<file path="config.mk">
export PLATFORM = sky130hd
export DESIGN_NAME = iq_word_packer
export DESIGN_NICKNAME = d
export VERILOG_FILES = /design/src/rtl/iq_word_packer.sv
export SDC_FILE = /design/constraint.sdc
export NUM_CORES = 1
export LEC_CHECK = 0
export CORE_MARGIN = 4
export CORE_UTILIZATION = 50
export DETAILED_ROUTE_END_ITERATION = 10
export DONT_BUFFER_PORTS = 1
export HOLD_SLACK_MARGIN = 0.05
export PLACE_DENSITY = 0.67
export SLEW_MARGIN = 20
export SYNTH_ARGS = -nofsm -noshare
export SYNTH_HDL_FRONTEND = slang
export SYNTH_SLANG_ARGS = --single-unit
</file>
<file path="constraint.sdc">
create_clock -name clk -period 3.8 [get_ports clk]
set_clock_uncertainty 0.1 [all_clocks]
set_input_delay 0.76 -clock clk [delete_from_list [all_inputs] [get_ports clk]]
set_output_delay 0.76 -clock clk [all_outputs]
set_load 0.01 [all_outputs]
</file>
<file path="src/rtl/iq_word_packer.sv">
// Packs 24-bit IQ pairs into a dense little-endian 32-bit word stream, four pairs per three words.
// Residual bytes are flushed as a partial word with byte enables on enable drop or idle timeout.
module iq_word_packer #(
  parameter int IQ_PAIR_WIDTH = 24,
  parameter int FT_DATA_WIDTH = 32,
  parameter int BUF_BYTES     = 10,
  parameter int FLUSH_CYCLES  = 64
) (
  input  logic                       clk,
  input  logic                       reset,
  input  logic                       enable,
  input  logic [IQ_PAIR_WIDTH-1:0]   fifo_q,
  input  logic                       fifo_empty,
  output logic                       fifo_rd,
  output logic [FT_DATA_WIDTH-1:0]   out_data,
  output logic [FT_DATA_WIDTH/8-1:0] out_be,
  output logic                       out_valid,
  input  logic                       out_ready,
  output logic [15:0]                out_words
);

  localparam int PB    = IQ_PAIR_WIDTH / 8;
  localparam int WB    = FT_DATA_WIDTH / 8;
  localparam int BUF_W = BUF_BYTES * 8;
  localparam int FW    = $clog2(BUF_BYTES + 1);
  localparam int IW    = $clog2(FLUSH_CYCLES + 1);
  localparam int SW    = $clog2(BUF_W + 1);

  function automatic logic [WB-1:0] be_mask(input logic [FW-1:0] n);
    logic [WB-1:0] m;
    for (int i = 0; i < WB; i++) m[i] = (FW'(i) < n);
    return m;
  endfunction

  logic [BUF_W-1:0] r_buf;
  logic [FW-1:0]    r_f;
  logic             r_rd_d1;
  logic             r_flush;
  logic [IW-1:0]    r_idle;
  logic [15:0]      r_words;

  logic             w_valid;
  logic             w_fire;
  logic [FW-1:0]    w_consume;
  logic [FW-1:0]    w_f_base;
  logic [FW-1:0]    w_f_next;
  logic [SW-1:0]    w_sh_out;
  logic [SW-1:0]    w_sh_in;
  logic [BUF_W-1:0] w_keep;
  logic [BUF_W-1:0] w_ins;
  logic             w_idle_trig;
  logic             w_flush_set;
  logic             w_rd;
  logic [WB-1:0]    w_be;
  logic [FT_DATA_WIDTH-1:0] w_data;

  assign w_valid   = (r_f >= FW'(WB)) | r_flush;
  assign w_fire    = w_valid & out_ready;
  assign w_consume = !w_fire ? '0 : (r_flush ? r_f : FW'(WB));
  assign w_f_base  = r_f - w_consume;
  assign w_f_next  = w_f_base + (r_rd_d1 ? FW'(PB) : '0);

  // Read only if the pair already in flight plus this one still fit.
  assign w_rd = enable & !fifo_empty & !r_flush & !reset &
                (w_f_next <= FW'(BUF_BYTES - PB));

  // Drop the consumed bytes, clear stale bytes above the fill, append the capture.
  assign w_sh_out = SW'(w_consume) << 3;
  assign w_sh_in  = SW'(w_f_base) << 3;
  assign w_keep   = (r_buf >> w_sh_out) & ~({BUF_W{1'b1}} << w_sh_in);
  assign w_ins    = r_rd_d1 ? (BUF_W'(fifo_q) << w_sh_in) : '0;

  assign w_idle_trig = (r_idle >= IW'(FLUSH_CYCLES)) & fifo_empty;
  assign w_flush_set = !r_flush & !r_rd_d1 & (w_f_next != '0) &
                       (w_f_next < FW'(WB)) & (!enable | w_idle_trig);

  always_ff @(posedge clk) begin
    r_buf <= w_keep | w_ins;
  end

  always_ff @(posedge clk) begin
    if (reset) begin
      r_f     <= '0;
      r_rd_d1 <= 1'b0;
      r_flush <= 1'b0;
      r_idle  <= '0;
      r_words <= '0;
    end else begin
      r_f     <= w_f_next;
      r_rd_d1 <= w_rd;
      r_flush <= r_flush ? !w_fire : w_flush_set;
      if (w_fire) r_words <= r_words + 16'd1;
      if (r_rd_d1 | w_fire | (r_f == '0))
        r_idle <= '0;
      else if (fifo_empty & (r_f < FW'(WB)) & (r_idle < IW'(FLUSH_CYCLES)))
        r_idle <= r_idle + IW'(1);
    end
  end

  always_comb begin
    w_be = '0;
    if (w_valid) w_be = r_flush ? be_mask(r_f) : '1;
    w_data = '0;
    for (int i = 0; i < WB; i++)
      if (w_be[i]) w_data[8*i +: 8] = r_buf[8*i +: 8];
  end

  assign fifo_rd   = w_rd;
  assign out_valid = w_valid;
  assign out_be    = w_be;
  assign out_data  = w_data;
  assign out_words = r_words;

endmodule

</file>
=== Word level (Yosys, flattened, before mapping) ===
Index checks and enable logic that the tools add are counted.
Widths: inputs -> output; s select.

* Add/sub/neg operators: 4
* Order comparisons: 10
* Shifts and indexed selects: 3
* Mux-type cells: 11
* Bitwise logic cells: 19
* Reductions and logical operators: 9

{| class="wikitable"
|+ Operators with widths
! kind !! count
|-
| $and 80x80->80 || 1
|-
| $mux 80 || 1
|-
| $not 80->80 || 1
|-
| $or 80x80->80 || 1
|-
| $shl 24x7->80 || 1
|-
| $shl 80x7->80 const A || 1
|-
| $shr 80x7->80 || 1
|-
| $mux 8 || 4
|-
| $add 16x1->16 const B || 1
|-
| $mux 4 || 4
|-
| $and 1x1->1 || 12
|-
| $lt 1x4->1 const A || 2
|-
| $lt 2x4->1 const A || 2
|-
| $lt 4x3->1 const B || 2
|-
| $add 7x1->7 const B || 1
|-
| $ge 7x7->1 const B || 1
|-
| $lt 7x7->1 const B || 1
|-
| $logic_not 1->1 || 6
|-
| $add 4x2->4 || 1
|-
| $ge 4x3->1 const B || 1
|-
| $le 4x3->1 const B || 1
|-
| $logic_not 4->1 || 1
|-
| $or 1x1->1 || 4
|-
| $reduce_bool 4->1 || 1
|-
| 4 further kinds || 4
|}

* Register bits after elaboration: 109
* Input port bits: 29
* Output and inout port bits: 54
* Logic and storage cells: 62

=== Longest topological paths before layout ===
Gate-level depths: netlist of the first run.

* Depth in word-level cells: 11
* Depth in mapped cells: 16
* Gate-level depth less buffers: 10

=== Least setup slack after synthesis of the first run ===
Ideal clock, no wire load.

* Path type: in2out
* Start: input port out_ready
* End: output port fifo_rd
* Data arrival time: 3264 ps
* Required time: 2940 ps
* Setup slack: -324 ps
* Cell stages on the path: 13
* Buffers on the path: 3
* Cells stage by stage: nand3_1 > buf_4 > inv_4 > buf_2 > buf_2 > ha_1 > inv_1 > fa_1 > ha_1 > a21oi_1 > nor2_1 > xnor2_1 > and4b_1

* Cells in the longest elaborated chain, start to end: 6

{| class="wikitable"
|+ RTL lines
! what !! RTL line !! source
|-
| start: declaration || 18 || <nowiki>input logic out_ready,</nowiki>
|-
| $and 1x1->1 || 58 || <nowiki>assign w_fire = w_valid & out_ready;</nowiki>
|-
| $mux 4 || 59 || <nowiki>assign w_consume = !w_fire ? '0 : (r_flush ? r_f : FW'(WB));</nowiki>
|-
| $sub 4x4->4 || 60 || <nowiki>assign w_f_base = r_f - w_consume;</nowiki>
|-
| $add 4x2->4 || 61 || <nowiki>assign w_f_next = w_f_base + (r_rd_d1 ? FW'(PB) : '0);</nowiki>
|-
| $le 4x3->1 || 65 || <nowiki>(w_f_next <= FW'(BUF_BYTES - PB));</nowiki>
|-
| $and 1x1->1 || 64 || <nowiki>assign w_rd = enable & !fifo_empty & !r_flush & !reset &</nowiki>
|-
| end: declaration || 14 || <nowiki>output logic fifo_rd,</nowiki>
|}

Every way passes these cells.

=== Worst setup path after layout of the first run ===
* Start: register r_flush
* End: output port fifo_rd

* Cells in the longest elaborated chain, start to end: 7
* Elaborated cells on any way between the ends: 11
* Classes of those cells: 2 x add/sub; 1 x order compare; 2 x mux; 5 x bitwise; 1 x reduce/logical

{| class="wikitable"
|+ RTL lines
! what !! RTL line !! source
|-
| start: declaration || 38 || <nowiki>logic r_flush;</nowiki>
|-
| start signal: assignment || 91 || <nowiki>r_flush <= r_flush ? !w_fire : w_flush_set;</nowiki>
|-
| $or 1x1->1 || 57 || <nowiki>assign w_valid = (r_f >= FW'(WB)) | r_flush;</nowiki>
|-
| $and 1x1->1 || 58 ||
|-
| $mux 4 || 59 ||
|-
| $sub 4x4->4 || 60 ||
|-
| $add 4x2->4 || 61 ||
|-
| $le 4x3->1 || 65 ||
|-
| $and 1x1->1 * || 64 ||
|}

Mark *: on every way between the ends. The rest lies on a longest branch, timed or not.

==> results of run 1 <==
synth_stat cells, types with 20 or more instances:
| master | instances |
|---|---|
| dfxtp_1 | 109 |
| a31oi_1 | 21 |
| mux2i_1 | 43 |
| a21oi_1 | 71 |
| nand2_1 | 87 |
| nor3_1 | 26 |
| buf_2 | 35 |
| clkbuf_1 | 23 |
| nand3_1 | 25 |
| o22ai_1 | 29 |
| a32oi_1 | 20 |
| o2bb2ai_1 | 21 |
| mux2_2 | 23 |
| nor2_1 | 62 |
| and2_1 | 30 |
| a22oi_1 | 41 |
repair_timing:
action | in CTS | in global routing
resized for setup | 0 | 1
endpoints found under the hold margin | 0 | 0
buffers inserted | 0 | 0
hold buffers | 0 | 0
setup endpoints to repair | 0 | 1
registers in the layout, indices dropped and copies added (netlist names):
register and cells:
r_buf 80, out_words 16, r_idle 7, r_f 4, r_flush 1, r_rd_d1 1
metal layers:
| layer | share of wire (%) | GRT usage (%) | wire length (um) |
|---|---|---|---|
| met3 | 16 | 12.64 | 4603 |
| met1 | 42 | 48.21 | 12060 |
| met5 | 0 | 0 | 0 |
| met4 | 2.3 | 9.861 | 652 |
| met2 | 40 | 46.35 | 11580 |
per-stage QoR:
stage,setup TNS (ps),utilization [%],setup slack (ps)
floorplan,-28.52,-,-28.52
global placement,0,52.20,153.3
detailed placement,0,52.20,65.15
CTS,0,54.43,106.9
global route,0,54.52,99.24
finish,0,54.52,241.0
cells by family (layout without fill, tap and decap cells):
family          count (synthesis)  after routing
buf+inv                        95             63
simple gates                  291            291
mux                            66             66
flops                         109            109
compound gates                333            333
xor+xnor                       22             22
fa+ha+maj                       9              9
power by group:
part,switching [mW],internal [mW]
Sequential,0.224,1.33
Clock,0.441,0.613
Combinational,2.21,1.00
cell type report:
class	instances	area, um^2
multi-input cells	721	4957
clock buffers	12	256.5
flip-flops and latches	109	2185
inverters	20	82.58
repair buffers	27	202.7
well taps	184	230.2
clock inverters	4	70.07
fillers	1346	6660
placed cells by master, fill, tap and decap left out, drive strengths merged, types with 20 or more instances in the layout:
| cell | n |
|---|---|
| dfxtp | 109 |
| nand2 | 88 |
| a21oi | 75 |
| nor2 | 63 |
| mux2i | 43 |
| a22oi | 41 |
| and2 | 30 |
| o22ai | 29 |
| buf | 27 |
| nor3 | 27 |
| nand3 | 26 |
| mux2 | 23 |
| o21ai | 22 |
| a31oi | 21 |
| o2bb2ai | 21 |
| a32oi | 20 |
worst max path at each step:
stage / end
after floorplan: fifo_rd
after global placement: r_buf[29]
after detailed placement: r_buf[26]
after CTS: r_buf[29]
after global routing: fifo_rd
final: fifo_rd
==> impl_metrics.json, run 1 <==
{
  "synth_top_family_by_area": "compound AO/OA/AOI/OAI gates",
  "crit_buf_inv": 1,
  "crit_chain": "and2b_2, o21a_1, inv_2, ha_1, nor2_1, a21oi_2, xnor2_2, xnor2_1, and4b_1",
  "die_h_um": 130.9,
  "path_max_fanout": 9,
  "power.density_nw_per_um2": 729.3,
  "grt_pass1_wl_um": 43470,
  "dp_cells": 1061,
  "max_freq_mhz": 281.0,
  "ys_warn_count": 0,
  "rr_worst_depth": 10,
  "cp-end-kind": "primary output",
  "die_w_um": 130.9,
  "async_flop_share_pct": 0,
  "placed_area_um2": 7645,
  "antenna_found_initial": 0,
  "first_pass_iters": 5,
  "yosysSeqAreaShare_pct": 28.92,
  "grt_max_degree": 69,
  "routed_wl_um": 28890,
  "grt_remaining_overflow": 0,
  "yosysUniqueCellTypes": 77,
  "status": "completed",
  "io_pins": 83,
  "cp_slowest_cell": "ha_1",
  "initial_core_util_pct": 51.53,
  "remaining_drc_errors": 0,
  "synth-xor-area-share_pct": 2.852,
  "ctsRootBufferMaster": "clkbuf_16",
  "cts.path.max_buffers": 2,
  "min_from": "reset",
  "min_path_cells": 1,
  "routabilityCongestion": 1.003,
  "synthSimpleGateAreaFrac_pct": 19.07,
  "vias": 7776,
  "synth_area_leader_cell": "dfxtp_1",
  "r2r-end": "r_buf[0]",
  "num_rows": 44,
  "ant_nets": 0,
  "dpl.hpwl_um": 20620,
  "grt_setup_unrepaired": "no",
  "synth_edf_count": 0,
  "grt_pass1_vias": 7174,
  "instances_no_fill": 1077,
  "via_per_inst": 7.220,
  "maxSlewViolCount": 0,
  "finalHoldViolations": 0,
  "syn2layout_area_growth_pct": 5.803,
  "diodes": 0,
  "synthMuxAreaShare_pct": 9.136,
  "worstMarginPinSlew_ps": 1110,
  "hold_end": "r_f[2]",
  "routedWlPerCell_um": 26.83,
  "cp_num_cells": 9,
  "drtIter0Drc": 1246,
  "final_area_um2": 7984,
  "yosysTopAreaCellShare_pct": 28.92,
  "synth_area_um2": 7546,
  "critPathKind": "flip-flop to primary output",
  "vdd_drop_max_mv": 0.3972,
  "timing.final.crit_share_pct": 93.66,
  "insertion_delay_ps": 360,
  "critical-path-top-delay-family": "simple AND/OR/NAND/NOR gates",
  "clock_sinks": 109,
  "fin_crit_ps": 3559,
  "synth-compound-area-share_pct": 32.20,
  "whs_ps": 367.9,
  "clk_pin_slew_ps": 70,
  "arrival_ps": 2700,
  "drive_gt1_share_pct": 11.31,
  "critPathLaunch": "r_flush",
  "worstPathRequired_ps": 2940,
  "syn-num-nets": 963,
  "setup_viol": 0,
  "grtUsageTotal_pct": 33.49,
  "synth_fa_ha_area_share_pct": 1.691,
  "total_power_mw": 5.822,
  "cts_tree": "built",
  "synth_ff_type": "dfxtp_1",
  "drv_cap": 0,
  "io_buffers": 0,
  "netlist_instances": 925,
  "cts_buffers": 9,
  "startpoint_type": "flip-flop",
  "hold_path.class": "input port to flip-flop",
  "r2r-start": "r_f[0]",
  "r2r_setup_slack_ps": 500,
  "synth_area_leaders": "dfxtp_1 (29%), mux2i_1 (5.7%), a21oi_1 (4.7%), nand2_1 (4.3%), a22oi_1 (4.1%)",
  "syn_avg_cell_area_um2": 8.158,
  "htreeDepth": 3,
  "critical_path.max_stage_delay_ps": 420,
  "finalNetCount": 926,
  "p_leak_nw": 2.891,
  "relSlewSlack_pct": 26.01,
  "die_area_um2": 17120,
  "coreArea_um2": 14640,
  "synth_seq_cells": 109
}
Note: power is estimated with default switching activity, not from simulation.
==> run 2, diff against run 1 <==
--- a/config.mk
+++ b/config.mk
@@ -6,11 +6,12 @@
 export NUM_CORES = 1
 export LEC_CHECK = 0
 export CORE_MARGIN = 4
-export CORE_UTILIZATION = 50
+export CORE_UTILIZATION = 32
 export DETAILED_ROUTE_END_ITERATION = 10
 export DONT_BUFFER_PORTS = 1
 export HOLD_SLACK_MARGIN = 0.05
-export PLACE_DENSITY = 0.67
+export PLACE_DENSITY = 0.46
+export RECOVER_POWER = 50
 export SLEW_MARGIN = 20
 export SYNTH_ARGS = -nofsm -noshare
 export SYNTH_HDL_FRONTEND = slang
==> impl_metrics.json, run 2 (synthesis results as in run 1) <==
{
  "p_sw_mw": 2.991,
  "diodes": 0,
  "die_w_um": 161.6,
  "antenna_found_initial": 0,
  "sw_frac_of_total_pct": 50.88,
  "ant_nets": 0,
  "grt_remaining_overflow": 0,
  "io_pins": 83,
  "insertion_delay_ps": 370,
  "htreeDepth": 3,
  "critical-path-top-delay-family": "adder cells",
  "routed_wl_um": 31610,
  "dp_cells": 1196,
  "ctsHoldBuffers": 0,
  "clk_pin_slew_ps": 70,
  "cts_tree": "built",
  "startpoint_type": "flip-flop",
  "status": "completed",
  "regArea_um2": 2183,
  "grt_pass1_wl_um": 46870,
  "grt_setup_unrepaired": "no",
  "largest_reg_flops": 80,
  "worstMarginPinSlew_ps": 1161,
  "via_per_inst": 6.205,
  "finalNetCount": 932,
  "fin_crit_ps": 3577,
  "vias": 7521,
  "hold_path.class": "input port to flip-flop",
  "setup_viol": 0,
  "coreArea_um2": 22920,
  "routabilityCongestion": 0.9409,
  "max_freq_mhz": 279.6,
  "p_leak_nw": 2.862,
  "fill_cells": 2418,
  "drtIter0Drc": 969,
  "critical_path.max_stage_delay_ps": 470,
  "finalHoldViolations": 0,
  "multi_input_area_um2": 4947,
  "p_int_mw": 2.888,
  "ctsRootBufferMaster": "clkbuf_16",
  "relSlewSlack_pct": 22.58,
  "cts.path.max_buffers": 2,
  "crit_chain": "clkinv_1, ha_4, inv_2, fa_2, ha_4, a21oi_2, nor2_1, xnor2_2, and4b_1",
  "power.density_nw_per_um2": 722.8,
  "grtUsageTotal_pct": 23.60,
  "layout_common_cells": "dfxtp_1 (108), nand2_1 (87), a21oi_1 (70)",
  "syn2layout_area_growth_pct": 7.776,
  "path_max_fanout": 4,
  "top_register": "r_buf",
  "die_h_um": 161.6,
  "first_pass_iters": 5,
  "cts_buffers": 9,
  "routedWlPerCell_um": 26.08,
  "layout_commonest_cell": "dfxtp_1",
  "grt_pass1_vias": 7019,
  "power_frac_clock_pct": 16.9,
  "cp_slowest_cell": "fa_2",
  "maxSlewViolCount": 0,
  "num_rows": 55,
  "die_area_um2": 26100,
  "dpl.hpwl_um": 22730,
  "pwr-share-comb_pct": 56.5,
  "grt_max_degree": 69,
  "drv_cap": 0,
  "remaining_drc_errors": 0,
  "cp-end-kind": "primary output",
  "vdd_drop_max_mv": 0.3894,
  "total_power_mw": 5.879,
  "clock_sinks": 109,
  "instances_no_fill": 1212,
  "crit_top_cell": "ha_4",
  "p_seq_share_pct": 26.5,
  "drive_gt1_share_pct": 11.35,
  "initial_core_util_pct": 32.93,
  "timing.final.crit_share_pct": 94.14,
  "io_buffers": 0,
  "arrival_ps": 2720,
  "critPathKind": "flip-flop to primary output",
  "worstPathRequired_ps": 2940,
  "crit_buf_inv": 2
}
## run 2: changes by cell type in the layout (fill, tap and decap cells not counted), sizes merged
cell	change
clkbuf	+4
clkinvlp	+1
buf	+2
bufinv	-1
## run 2: final cells by class
type                       count  area share [%]
clock buffer                  12           3.031
sequential                   109           26.85
inverter                      20           1.015
tap                          313           4.815
timing repair buffer          33           2.877
clock inverter                 4          0.5846
multi-input combinational    721           60.83
## run 2: through the flow
stage | TNS, ps | worst slack [ps] | hold WS, ps | utilization (%) | instance area (um^2)
after floorplan | -28.52 | -28.52 | 379.4 | - | 7629
after global placement | 0 | 197.5 | 398.4 | 34.28 | 7856
after detailed placement | 0 | 209.3 | 396.4 | 34.28 | 7856
after CTS | 0 | 117.0 | 343.4 | 35.57 | 8152
after global routing | 0 | 35.50 | 344.9 | 35.49 | 8133
final | 0 | 222.8 | 357.4 | 35.49 | 8133
## run 2: per-layer routing
metal | global-route usage (%) | vias up | part of all wire, %
met2 | 31.47 | 431 | 39
met5 | 0 | - | 0
met3 | 9.237 | 35 | 13
met1 | 35.40 | 3593 | 46
met4 | 5.002 | 0 | 1.7
li1 | - | 3462 | -
## run 2: worst paths after layout
check	start	to	slack [ps]	cells past startpoint
setup / recovery	r_f[0]	fifo_rd	220	9
hold / removal	reset	r_f[2]	360	1
setup reg to reg	r_f[0]	r_buf[13]	290	12
hold reg to reg	r_idle[1]	r_idle[1]	420	2
## run 2: power by group through the flow
stage / sequential, mW / clock [mW] / combinational, mW
floorplan: 1.47 / 0 / 2.19
global placement: 1.58 / 0 / 3.26
detailed placement: 1.58 / 0 / 3.24
CTS: 1.55 / 1.01 / 3.25
global route: 1.58 / 1.05 / 3.52
finish: 1.56 / 0.995 / 3.32
## run 2: timing repair
item / in CTS / in global routing
resized for setup: 1 / 1
buffers inserted: 0 / 0
setup endpoints to repair: 1 / 1
endpoints found under the hold margin: 0 / 0
## run 2: worst register-to-register path: cells and delay by family, from the launching register on
family | cells | cell delay [ps]
AO/OA/AOI/OAI | 2 | 460
adder cells (fa/ha/maj) | 2 | 710
buffers and inverters | 5 | 1030
flip-flops | 1 | 450
AND/OR/NAND/NOR | 3 | 680
==> run 3, diff against run 2 <==
--- a/config.mk
+++ b/config.mk
@@ -5,12 +5,12 @@
 export SDC_FILE = /design/constraint.sdc
 export NUM_CORES = 1
 export LEC_CHECK = 0
-export CORE_MARGIN = 4
 export CORE_UTILIZATION = 32
 export DETAILED_ROUTE_END_ITERATION = 10
 export DONT_BUFFER_PORTS = 1
+export GPL_ROUTABILITY_DRIVEN = 0
 export HOLD_SLACK_MARGIN = 0.05
-export PLACE_DENSITY = 0.46
+export PLACE_DENSITY = 0.45
 export RECOVER_POWER = 50
 export SLEW_MARGIN = 20
 export SYNTH_ARGS = -nofsm -noshare
==> constraint.sdc (replaced) <==
create_clock -name clk -period 3.54 [get_ports clk]
set_clock_uncertainty 0.1 [all_clocks]
set_input_delay 0.708 -clock clk [delete_from_list [all_inputs] [get_ports clk]]
set_output_delay 0.708 -clock clk [all_outputs]
set_load 0.01 [all_outputs]
==> impl_metrics.json, run 3 (synthesis results as in run 1) <==
{
  "status": "completed",
  "coreArea_um2": 22920,
  "multi_input_area_um2": 4955,
  "layout_commonest_cell": "dfxtp_1",
  "insertion_delay_ps": 360,
  "cp-end-kind": "primary output",
  "largest_reg_flops": 80,
  "drv_cap": 0,
  "maxSlewViolCount": 0,
  "io_pins": 83,
  "cts_buffers": 9,
  "setup_slack_ps": 129.4,
  "fin_util_pct": 36.04,
  "pre_cts_slack_ps": 193.0,
  "relSlewSlack_pct": 22.65,
  "dpl.hpwl_um": 22440,
  "crit_buf_inv": 1,
  "crit_chain": "and2b_2, o21a_1, inv_2, ha_1, nor2_1, a21oi_2, xnor2_2, xnor2_2, and4b_1",
  "hold_path.class": "input port to flip-flop",
  "worstMarginPinSlew_ps": 1160,
  "fin_crit_ps": 3411,
  "path_max_fanout": 9,
  "setup_viol": 0,
  "arrival_ps": 2600,
  "clock_sinks": 109,
  "via_per_inst": 6.191,
  "routed_wl_um": 30860,
  "syn2layout_area_growth_pct": 9.435,
  "remaining_drc_errors": 0,
  "crit_top_cell": "xnor2_2",
  "hold_end": "r_f[2]",
  "die_w_um": 155.6,
  "cp_slowest_cell": "dfxtp_2",
  "setup-tns-final_ps": 0,
  "finalNetCount": 939,
  "drtIter0Drc": 840,
  "grt_max_degree": 69,
  "grt_pass1_vias": 6978,
  "r2r_setup_slack_ps": 320,
  "die_area_um2": 24200,
  "fill_cells": 2390,
  "rr_worst_depth": 11,
  "routedWlPerCell_um": 25.32,
  "r2r-start": "r_flush",
  "critPathKind": "flip-flop to primary output",
  "min_path_cells": 1,
  "p_leak_nw": 2.919,
  "critical-path-top-delay-family": "simple AND/OR/NAND/NOR gates",
  "regArea_um2": 2185,
  "worstPathRequired_ps": 2730,
  "top_register": "r_buf",
  "antenna_found_initial": 0,
  "vdd_drop_max_mv": 0.3727,
  "timing.final.crit_share_pct": 96.34,
  "ant_nets": 0,
  "whs_ps": 304.4,
  "vias": 7547,
  "die_h_um": 155.6,
  "io_buffers": 0,
  "num_rows": 55,
  "layout_common_cells": "dfxtp_1 (107), nand2_1 (87), a21oi_1 (70)",
  "ctsRootBufferMaster": "clkbuf_16",
  "drive_gt1_share_pct": 12.58,
  "critical_path.max_stage_delay_ps": 430,
  "power.density_nw_per_um2": 791.2,
  "htreeDepth": 3,
  "cts.path.max_buffers": 2,
  "diodes": 0,
  "initial_core_util_pct": 32.93,
  "finalHoldViolations": 0,
  "startpoint_type": "flip-flop",
  "grtUsageTotal_pct": 26.00,
  "grt_pass1_wl_um": 46810,
  "cts_tree": "built",
  "r2r-end": "r_buf[53]",
  "grt_remaining_overflow": 0,
  "ctsHoldBuffers": 0,
  "clk_pin_slew_ps": 80,
  "grt_setup_unrepaired": "no",
  "min_from": "reset",
  "max_freq_mhz": 293.2,
  "first_pass_iters": 6
}
-- run 3: through the flow --
step / power, mW / instance area, um^2 / cells
3_3_place_gp: 5.303 / 7931 / 1201
6_report: 6.534 / 8258 / 1219
2_1_floorplan: 3.925 / 7629 / 925
5_1_grt: 6.870 / 8258 / 1219
4_1_cts: 6.438 / 8255 / 1217
3_5_place_dp: 5.283 / 7931 / 1201
-- run 3: layout make-up --
class / count / share of cell area [%]
clock inverters: 7 / 1.182
well taps: 313 / 4.742
inverters: 20 / 0.9242
flip-flops and latches: 109 / 26.45
repair buffers: 40 / 3.970
clock buffers: 9 / 2.727
multi-input cells: 721 / 60.00
-- run 3: how the worst max path moves through the flow --
stage	end	from	cells after the start
floorplan	fifo_rd	out_ready	13
global placement	fifo_rd	out_ready	10
detailed placement	fifo_rd	out_ready	10
CTS	fifo_rd	r_flush	9
global route	fifo_rd	r_flush	9
finish	fifo_rd	r_flush	9
-- run 3: timing repair --
item | 4_1_cts | 5_1_grt
endpoints found under the setup margin | 1 | 1
setup buffers | 0 | 2
cloned | 0 | 0
gates resized for setup | 1 | 2
pin swaps | 0 | 3
-- run 3: where the power goes --
group | total [mW] | switching, mW | leakage [nW] | internal, mW
combinational | 3.72 | 2.46 | 1.88 | 1.26
sequential | 1.66 | 0.241 | 0.883 | 1.42
clock | 1.15 | 0.528 | 0.152 | 0.625
total | 6.53 | 3.23 | 2.92 | 3.30
-- run 3: routing by layer --
layer | global-route usage [%] | vias up | share of wire [%]
met5 | 0 | - | 0
met4 | 7.937 | 0 | 2.0
met3 | 7.083 | 34 | 11
met2 | 34.47 | 388 | 39
met1 | 39.64 | 3649 | 49
li1 | - | 3476 | -
